`src/rtl/bus5_to_32_decoder_pkg.sv`:
```
// Shared bus-select definitions: source codes, widths, FSM encodings and small helpers.
// Used by the bus decoder, its interface, and the select encoder / control unit.
package bus5_to_32_decoder_pkg;

    localparam int NUM_SRC = 24;
    localparam int SEL_W   = 5;

    typedef logic [SEL_W-1:0]   sel_t;
    typedef logic [NUM_SRC-1:0] src_vec_t;

    localparam sel_t SEL_R0     = 5'd0;
    localparam sel_t SEL_R1     = 5'd1;
    localparam sel_t SEL_R2     = 5'd2;
    localparam sel_t SEL_R3     = 5'd3;
    localparam sel_t SEL_R4     = 5'd4;
    localparam sel_t SEL_R5     = 5'd5;
    localparam sel_t SEL_R6     = 5'd6;
    localparam sel_t SEL_R7     = 5'd7;
    localparam sel_t SEL_R8     = 5'd8;
    localparam sel_t SEL_R9     = 5'd9;
    localparam sel_t SEL_R10    = 5'd10;
    localparam sel_t SEL_R11    = 5'd11;
    localparam sel_t SEL_R12    = 5'd12;
    localparam sel_t SEL_R13    = 5'd13;
    localparam sel_t SEL_R14    = 5'd14;
    localparam sel_t SEL_R15    = 5'd15;
    localparam sel_t SEL_HI     = 5'd16;
    localparam sel_t SEL_LO     = 5'd17;
    localparam sel_t SEL_ZHI    = 5'd18;
    localparam sel_t SEL_ZLO    = 5'd19;
    localparam sel_t SEL_PC     = 5'd20;
    localparam sel_t SEL_MDR    = 5'd21;
    localparam sel_t SEL_INPORT = 5'd22;
    localparam sel_t SEL_C      = 5'd23;

    typedef enum logic [1:0] {
        ST_IDLE  = 2'd0,
        ST_DRIVE = 2'd1,
        ST_TURN  = 2'd2
    } state_t;

    function automatic logic sel_legal(input sel_t code);
        return code < sel_t'(NUM_SRC);
    endfunction

endpackage

```
`src/rtl/bus5_to_32_decoder_if.sv`:
```
// Select handshake between the control unit (master) and the bus select decoder (slave).
interface bus5_to_32_decoder_if;
    import bus5_to_32_decoder_pkg::*;

    logic     req;
    sel_t     sel;
    src_vec_t out_en;
    sel_t     cur_code;
    logic     busy;
    logic     ack;
    logic     err;

    modport master (
        output req,
        output sel,
        input  out_en,
        input  cur_code,
        input  busy,
        input  ack,
        input  err
    );

    modport slave (
        input  req,
        input  sel,
        output out_en,
        output cur_code,
        output busy,
        output ack,
        output err
    );

endinterface

```
`src/rtl/bus5_to_32_decoder_onehot_dec.sv`:
```
// Combinational source-code to one-hot decoder; codes outside the source range decode to zero.
module onehot_dec
    import bus5_to_32_decoder_pkg::*;
(
    input  sel_t     code,
    output src_vec_t onehot
);

    always_comb begin
        onehot = '0;
        for (int k = 0; k < NUM_SRC; k++) begin
            onehot[k] = (code == sel_t'(k));
        end
    end

endmodule

```
`src/rtl/bus5_to_32_decoder.sv`:
```
// Registered bus source select decoder with minimum drive time and turnaround gap.
// Optional BUS_DEC_ONEHOT_CHK_EN adds a sticky chk_err output and a one-hot assertion.
//
//  state    | meaning
//  ---------+----------------------------------------------------------
//  ST_IDLE  | bus released, grant decision every cycle
//  ST_DRIVE | out_en = onehot(cur_code), hold counter running
//  ST_TURN  | out_en = 0 dead gap, grant decision on the last cycle
module bus5_to_32_decoder
    import bus5_to_32_decoder_pkg::*;
#(
    parameter int HOLD_CYCLES = 1,
    parameter int TURN_CYCLES = 1
)
(
    input  logic                  clk,
    input  logic                  clr,
    bus5_to_32_decoder_if.slave   bus
`ifdef BUS_DEC_ONEHOT_CHK_EN
    ,
    output logic                  chk_err
`endif
);

    localparam int HOLD_W = (HOLD_CYCLES > 1) ? $clog2(HOLD_CYCLES) : 1;
    localparam int TURN_W = (TURN_CYCLES > 1) ? $clog2(TURN_CYCLES) : 1;
    localparam logic [HOLD_W-1:0] HOLD_LOAD = HOLD_W'(HOLD_CYCLES - 1);
    localparam logic [TURN_W-1:0] TURN_LOAD = TURN_W'(TURN_CYCLES - 1);

    state_t            state_q,    state_nxt;
    logic [HOLD_W-1:0] hold_cnt_q, hold_cnt_nxt;
    logic [TURN_W-1:0] turn_cnt_q, turn_cnt_nxt;
    src_vec_t          out_en_q,   out_en_nxt;
    sel_t              code_q,     code_nxt;
    logic              busy_q,     busy_nxt;
    logic              ack_q,      ack_nxt;
    logic              err_q,      err_nxt;

    logic     decide;
    logic     grant;
    logic     release_ok;
    sel_t     dec_code;
    src_vec_t dec_onehot;

    // Grant decisions happen in IDLE and on the final TURN cycle only.
    assign decide     = (state_q == ST_IDLE) ||
                        ((state_q == ST_TURN) && (turn_cnt_q == '0));
    assign grant      = decide && bus.req && sel_legal(bus.sel);
    assign release_ok = (hold_cnt_q == '0) && (!bus.req || (bus.sel != code_q));
    assign dec_code   = grant ? bus.sel : code_q;

    onehot_dec u_onehot_dec (
        .code   (dec_code),
        .onehot (dec_onehot)
    );

    always_comb begin
        state_nxt    = state_q;
        hold_cnt_nxt = hold_cnt_q;
        turn_cnt_nxt = turn_cnt_q;
        code_nxt     = code_q;
        out_en_nxt   = '0;
        busy_nxt     = 1'b0;
        ack_nxt      = 1'b0;
        err_nxt      = 1'b0;

        case (state_q)
            ST_IDLE: begin
                state_nxt = ST_IDLE;
            end
            ST_DRIVE: begin
                busy_nxt = 1'b1;
                if (hold_cnt_q != '0) begin
                    hold_cnt_nxt = hold_cnt_q - 1'b1;
                end
                if (release_ok) begin
                    state_nxt    = ST_TURN;
                    turn_cnt_nxt = TURN_LOAD;
                end else begin
                    out_en_nxt = dec_onehot;
                end
            end
            ST_TURN: begin
                if (turn_cnt_q != '0) begin
                    turn_cnt_nxt = turn_cnt_q - 1'b1;
                    busy_nxt     = 1'b1;
                end
            end
            default: begin
                state_nxt = ST_IDLE;
            end
        endcase

        if (decide) begin
            if (grant) begin
                state_nxt    = ST_DRIVE;
                code_nxt     = bus.sel;
                out_en_nxt   = dec_onehot;
                busy_nxt     = 1'b1;
                ack_nxt      = 1'b1;
                hold_cnt_nxt = HOLD_LOAD;
            end else begin
                state_nxt = ST_IDLE;
                err_nxt   = bus.req;
            end
        end
    end

    always_ff @(posedge clk) begin
        if (clr) begin
            state_q    <= ST_IDLE;
            hold_cnt_q <= '0;
            turn_cnt_q <= '0;
            out_en_q   <= '0;
            code_q     <= '0;
            busy_q     <= 1'b0;
            ack_q      <= 1'b0;
            err_q      <= 1'b0;
        end else begin
            state_q    <= state_nxt;
            hold_cnt_q <= hold_cnt_nxt;
            turn_cnt_q <= turn_cnt_nxt;
            out_en_q   <= out_en_nxt;
            code_q     <= code_nxt;
            busy_q     <= busy_nxt;
            ack_q      <= ack_nxt;
            err_q      <= err_nxt;
        end
    end

    assign bus.out_en   = out_en_q;
    assign bus.cur_code = code_q;
    assign bus.busy     = busy_q;
    assign bus.ack      = ack_q;
    assign bus.err      = err_q;

`ifdef BUS_DEC_ONEHOT_CHK_EN
    logic multi_hot;
    logic stray_drive;
    logic chk_err_q;

    assign multi_hot   = (out_en_q & (out_en_q - src_vec_t'(1))) != '0;
    assign stray_drive = (out_en_q != '0) && (state_q != ST_DRIVE);

    always_ff @(posedge clk) begin
        if (clr) begin
            chk_err_q <= 1'b0;
        end else if (multi_hot || stray_drive) begin
            chk_err_q <= 1'b1;
        end
    end

    assign chk_err = chk_err_q;

    a_out_en_onehot0: assert property (@(posedge clk) disable iff (clr)
        $onehot0(out_en_q) && ((out_en_q == '0) || (state_q == ST_DRIVE)))
        else $error("bus decoder drove overlapping or stray out_en %h", out_en_q);
`endif

endmodule

```
`src/flat_wrapper.sv`:
```
// flat-port wrapper written by rule: the top's interface ports become plain ports
module bus5_to_32_decoder_flat import bus5_to_32_decoder_pkg::*;
#(
    parameter int HOLD_CYCLES = 1,
    parameter int TURN_CYCLES = 1
)
  (clk, clr, bus_req, bus_sel, bus_out_en, bus_cur_code, bus_busy, bus_ack, bus_err);
  bus5_to_32_decoder_if bus_i ();
  input  logic clk;
  input  logic clr;
  input wire logic [$bits(bus_i.req)-1:0] bus_req;
  input wire logic [$bits(bus_i.sel)-1:0] bus_sel;
  output wire logic [$bits(bus_i.out_en)-1:0] bus_out_en;
  output wire logic [$bits(bus_i.cur_code)-1:0] bus_cur_code;
  output wire logic [$bits(bus_i.busy)-1:0] bus_busy;
  output wire logic [$bits(bus_i.ack)-1:0] bus_ack;
  output wire logic [$bits(bus_i.err)-1:0] bus_err;
  assign bus_i.req = bus_req;
  assign bus_i.sel = bus_sel;
  assign bus_out_en = bus_i.out_en;
  assign bus_cur_code = bus_i.cur_code;
  assign bus_busy = bus_i.busy;
  assign bus_ack = bus_i.ack;
  assign bus_err = bus_i.err;
  bus5_to_32_decoder #(.HOLD_CYCLES(HOLD_CYCLES), .TURN_CYCLES(TURN_CYCLES)) u_core (.clk(clk), .clr(clr), .bus(bus_i));
endmodule
```
`config.mk`:
```
export PLATFORM = sky130hd
export DESIGN_NAME = bus5_to_32_decoder_flat
export DESIGN_NICKNAME = d
export VERILOG_FILES = /design/src/rtl/bus5_to_32_decoder_pkg.sv /design/src/rtl/bus5_to_32_decoder_if.sv /design/src/rtl/bus5_to_32_decoder_onehot_dec.sv /design/src/rtl/bus5_to_32_decoder.sv /design/src/flat_wrapper.sv
export SDC_FILE = /design/constraint.sdc
export NUM_CORES = 1
export LEC_CHECK = 0
export CAP_MARGIN = 40
export CORE_MARGIN = 2
export CORE_UTILIZATION = 40
export CTS_BUF_LIST = sky130_fd_sc_hd__clkbuf_4
export DETAILED_ROUTE_END_ITERATION = 10
export PLACE_DENSITY = 0.7
export REMOVE_ABC_BUFFERS = 1
export SLEW_MARGIN = 25
export SYNTH_ARGS = -nofsm -noshare
export SYNTH_HDL_FRONTEND = slang
export SYNTH_SLANG_ARGS = --single-unit
```
`constraint.sdc`:
```
create_clock -name clk -period 3.7 [get_ports clk]
set_input_delay 0.555 -clock clk [delete_from_list [all_inputs] [get_ports clk]]
set_output_delay 0.555 -clock clk [all_outputs]
set_load 0.1 [all_outputs]
```
==> impl_summary.txt <==
----------------------------------------------------
[CTS]
  Number of sinks handled by clock tree synthesis ... 35
  Worst-Skew Late Latency ... 0.33 ns
  CTS tree ... yes
  CTS clk-pin slew, worst paths ... 0.10 ns
  CTS Buf Count ... 5
  PostCTS Resize Cnt ... 0
  Buffers from clock root to sink, at most ... 2
  H-Tree Depth ... 2
  Hold buffers post-CTS ... 0
  Root buffer cell ... clkbuf_4
  Count of buffers added by post-CTS timing repair for setup ... 0

[Route]
  Post-DR wirelength/cell ... around 12 microns
  Detailed-routing iteration count for the pre-antenna-repair pass ... 4
  Violation count after the first detailed-route iteration ... 15
  Count of unresolved DRC violations after routing ... 0
  Drt via density ... 4.76
  Wire length after detailed routing ... 3110 microns
  Detail Route Antenna Nets ... 0
  Via count of the routed design ... approximately 1200

[Final layout]
  Post-Route Utilization ... 73.0%
  Fillcell total ... 248
  Area taken by flip-flops and latches ... 701 sq um
  Area taken by multi-input logic gates ... 558 sq um
  Area Overhead vs Synth ... 69.8%
  Share of post-route cells with drive strength above 1 ... 25.1%
  Number of nets in the finished design ... 214
  Inserted Diodes ... 0

[Critical path]
  Worst EP required ... 3.95 ns
  Critical R2R Capture ... u_core.bus.out_en[9]$_SDFF_PP0_
  Launching point of the worst reg2reg path ... u_core.state_q[0]$_SDFFE_PP0P_
  Cells on worst reg2reg path ... 4
  Maximum fanout along the worst path ... 10
  CP Data Arrival Time ... 2.44 ns
  Type of the worst setup path ... input pin to flip-flop
  Critical path capture point type ... flip-flop
  Critical path startpoint category ... input pin
  Slack of the worst reg-to-reg path ... 1.93 ns

[Synth]
  Instance count of the mapped netlist ... 135
  Most numerous cell types in the synthesized netlist ... dfxtp_1 (35), nor3_1 (23), nor2_1 (8)
  Seq/Total Area, Yosys ... a little over half
  Synth Area per Inst ... 9.88 sq um
  Biggest area contributors in the synthesized netlist ... dfxtp_1 (53%), nor3_1 (8.6%), buf_6 (3.4%)
  Synth top area share ... 52.5%
  Register bit total from synthesis ... 35
  Async SR Flop Fraction ... 0%
  Synthesis warning total ... 0
  Post-synth design cell area ... 1330 sq um
  Top-count cell post-synth ... dfxtp_1
  Dominant synthesized flop cell ... dfxtp_1
  Netlist cell types ... 34
  Most area-hungry cell type in the Yosys netlist ... dfxtp_1
  Post-synth EDFFs ... 0

[Timing]
  Count of endpoints failing hold in the final timing report ... 0
  Tcrit/Tclk final ... 59.1%
  Setup repair after global routing missed its margin ... no
  Post-route setup TNS ... 0 ns
  Worst-case headroom to the max-slew limit ... a little over three fifths
  Final Max Slew Viols ... 0
  Final clock skew ... 0.00943 ns
  Final worst path period need ... 2.19 ns
  Achievable Freq ... around 0.46 GHz
  Final Setup Violations ... 0
  Measured slew at the worst slew-check pin ... around 0.55 ns
  Hold slack final ... about 0.44 ns
  Post-route setup slack ... 1.51 ns

[GRT]
  Met2 capacity usage during global routing ... 35.0%
  GRT Total Usage ... 18.8%
  Busiest layer in global routing ... met2
  Met3 capacity usage during global routing ... about 3.7%
  Maximum number of pins on one net before global-route repair ... 26
  Congestion Overflow GR ... 0
  Initial antenna violation count ... 0
  First-pass GRT wire length ... 5240 microns
  Vias in the first global route ... 1180
  GR Layer Usage met1 ... 21.3%

[Die]
  Cell row count ... 20
  Core Region ... 3100 sq um
  X dimension of the die ... ~62 microns
  Floorplan die height ... 61.7 microns
  Number of ports placed on the die boundary ... 40
  Effective utilization at floorplan ... a little over two fifths
  Die footprint ... approximately 3800 sq um

[Placed design]
  Setup slack after placement ... 1.10 ns
  HPWL after detailed placement ... roughly 2600 microns
  Last weighted congestion value of the routability-driven placer ... 0.961
  Number of port buffers ... 39

[Min path]
  Terminating pin of the worst hold path ... u_core.state_q[1]$_SDFFE_PP0P_
  Hold path depth ... 1
  Path class of the lowest-slack min-delay path ... flip-flop to flip-flop
  Startpoint of the lowest-slack hold path ... u_core.hold_cnt_q$_SDFF_PP0_

[Power]
  Total power ... 0.000761 W
  Leak Pwr ... ~0.83 nW
  Power per Cell Area ... 336 nW/um^2
  Worst supply voltage drop on vdd ... 0.214 mV

[Outcome]
  Result of the run ... complete, no violations

[Flow run]
  MaxCap Viol Count ... 0

----------------------------------------------------
worst max-delay path by stage:
stage | from | to | slack (ns) | cells past startpoint
floorplan | u_core.bus.cur_code[1]$_SDFFE_PP0N_ | u_core.bus.out_en[0]$_SDFF_PP0_ | 1.51 | 4
global placement | bus_sel[3] | u_core.bus.out_en[20]$_SDFF_PP0_ | 1.20 | 5
detailed placement | bus_sel[3] | u_core.bus.out_en[22]$_SDFF_PP0_ | 1.10 | 5
CTS | bus_sel[3] | u_core.bus.out_en[22]$_SDFF_PP0_ | 1.46 | 5
global route | bus_req | u_core.bus.out_en[9]$_SDFF_PP0_ | 1.36 | 5
finish | bus_req | u_core.bus.out_en[9]$_SDFF_PP0_ | 1.51 | 5
final cells by class:
cell class                 count  area share (%)
timing repair buffer          72            39.0
sequential                    35            30.9
multi-input combinational     89            24.6
tap                           44            2.43
clock buffer                   7            2.32
inverter                       3           0.497
clock inverter                 1           0.221
kinds of logic (layout without fill, tap and decap cells):
group,after synthesis,in the layout,synth area share (%)
buf+inv,11,83,5.63
flops,35,35,52.5
simple gates,62,62,27.1
xor+xnor,5,5,3.28
compound gates,22,22,11.4
layer usage:
layer	wire (microns)	part of all wire [%]
met3	161	5.2
met1	1280	41
met4	46	1.5
met2	1620	52
met5	0	0
stage by stage:
stage	area, sq um	std cells
detailed placement	2200	242
CTS	2250	250
finish	2260	251
floorplan	1270	127
global route	2260	251
global placement	1720	210
critical path, stage by stage:
cell and delay (ns):
clkdlybuf4s50_1 0.52, nor2b_1 0.49, a21boi_0 0.26, or3_4 0.46, nor3_2 0.14
flip-flops by register name, summed over array words and instances (netlist names):
signal and flops:
u_core.hold_cnt_q 1, u_core.bus.err 1, u_core.bus.ack 1, u_core.bus.cur_code 5, u_core.bus.out_en 24, u_core.bus.busy 1, u_core.state_q 2
report_power, final:
part	switching (W)	internal, W
clock network	0.000117	0.0000887
registers	0.00000650	0.000384
logic	0.000106	0.0000584
total	0.000229	0.000532
cells in the final DEF, fill, tap and decap left out, types with 2 or more instances in the layout:
cell type,netlist,layout
nor3_1,23,23
nor2_1,8,8
nor4_1,2,2
inv_1,3,3
nand3_1,4,4
clkdlybuf4s50_1,0,39
a21oi_1,5,5
xnor2_1,5,5
o21ai_1,6,6
nor4b_2,2,2
a211oi_1,2,2
buf_8,0,32
nor3_2,4,4
clkbuf_4,0,7
dfxtp_1,35,35
nand2_1,7,7
nor3b_1,2,2
nand2b_1,2,2
nand4_1,2,2
Power figures use the tool's default switching activity.
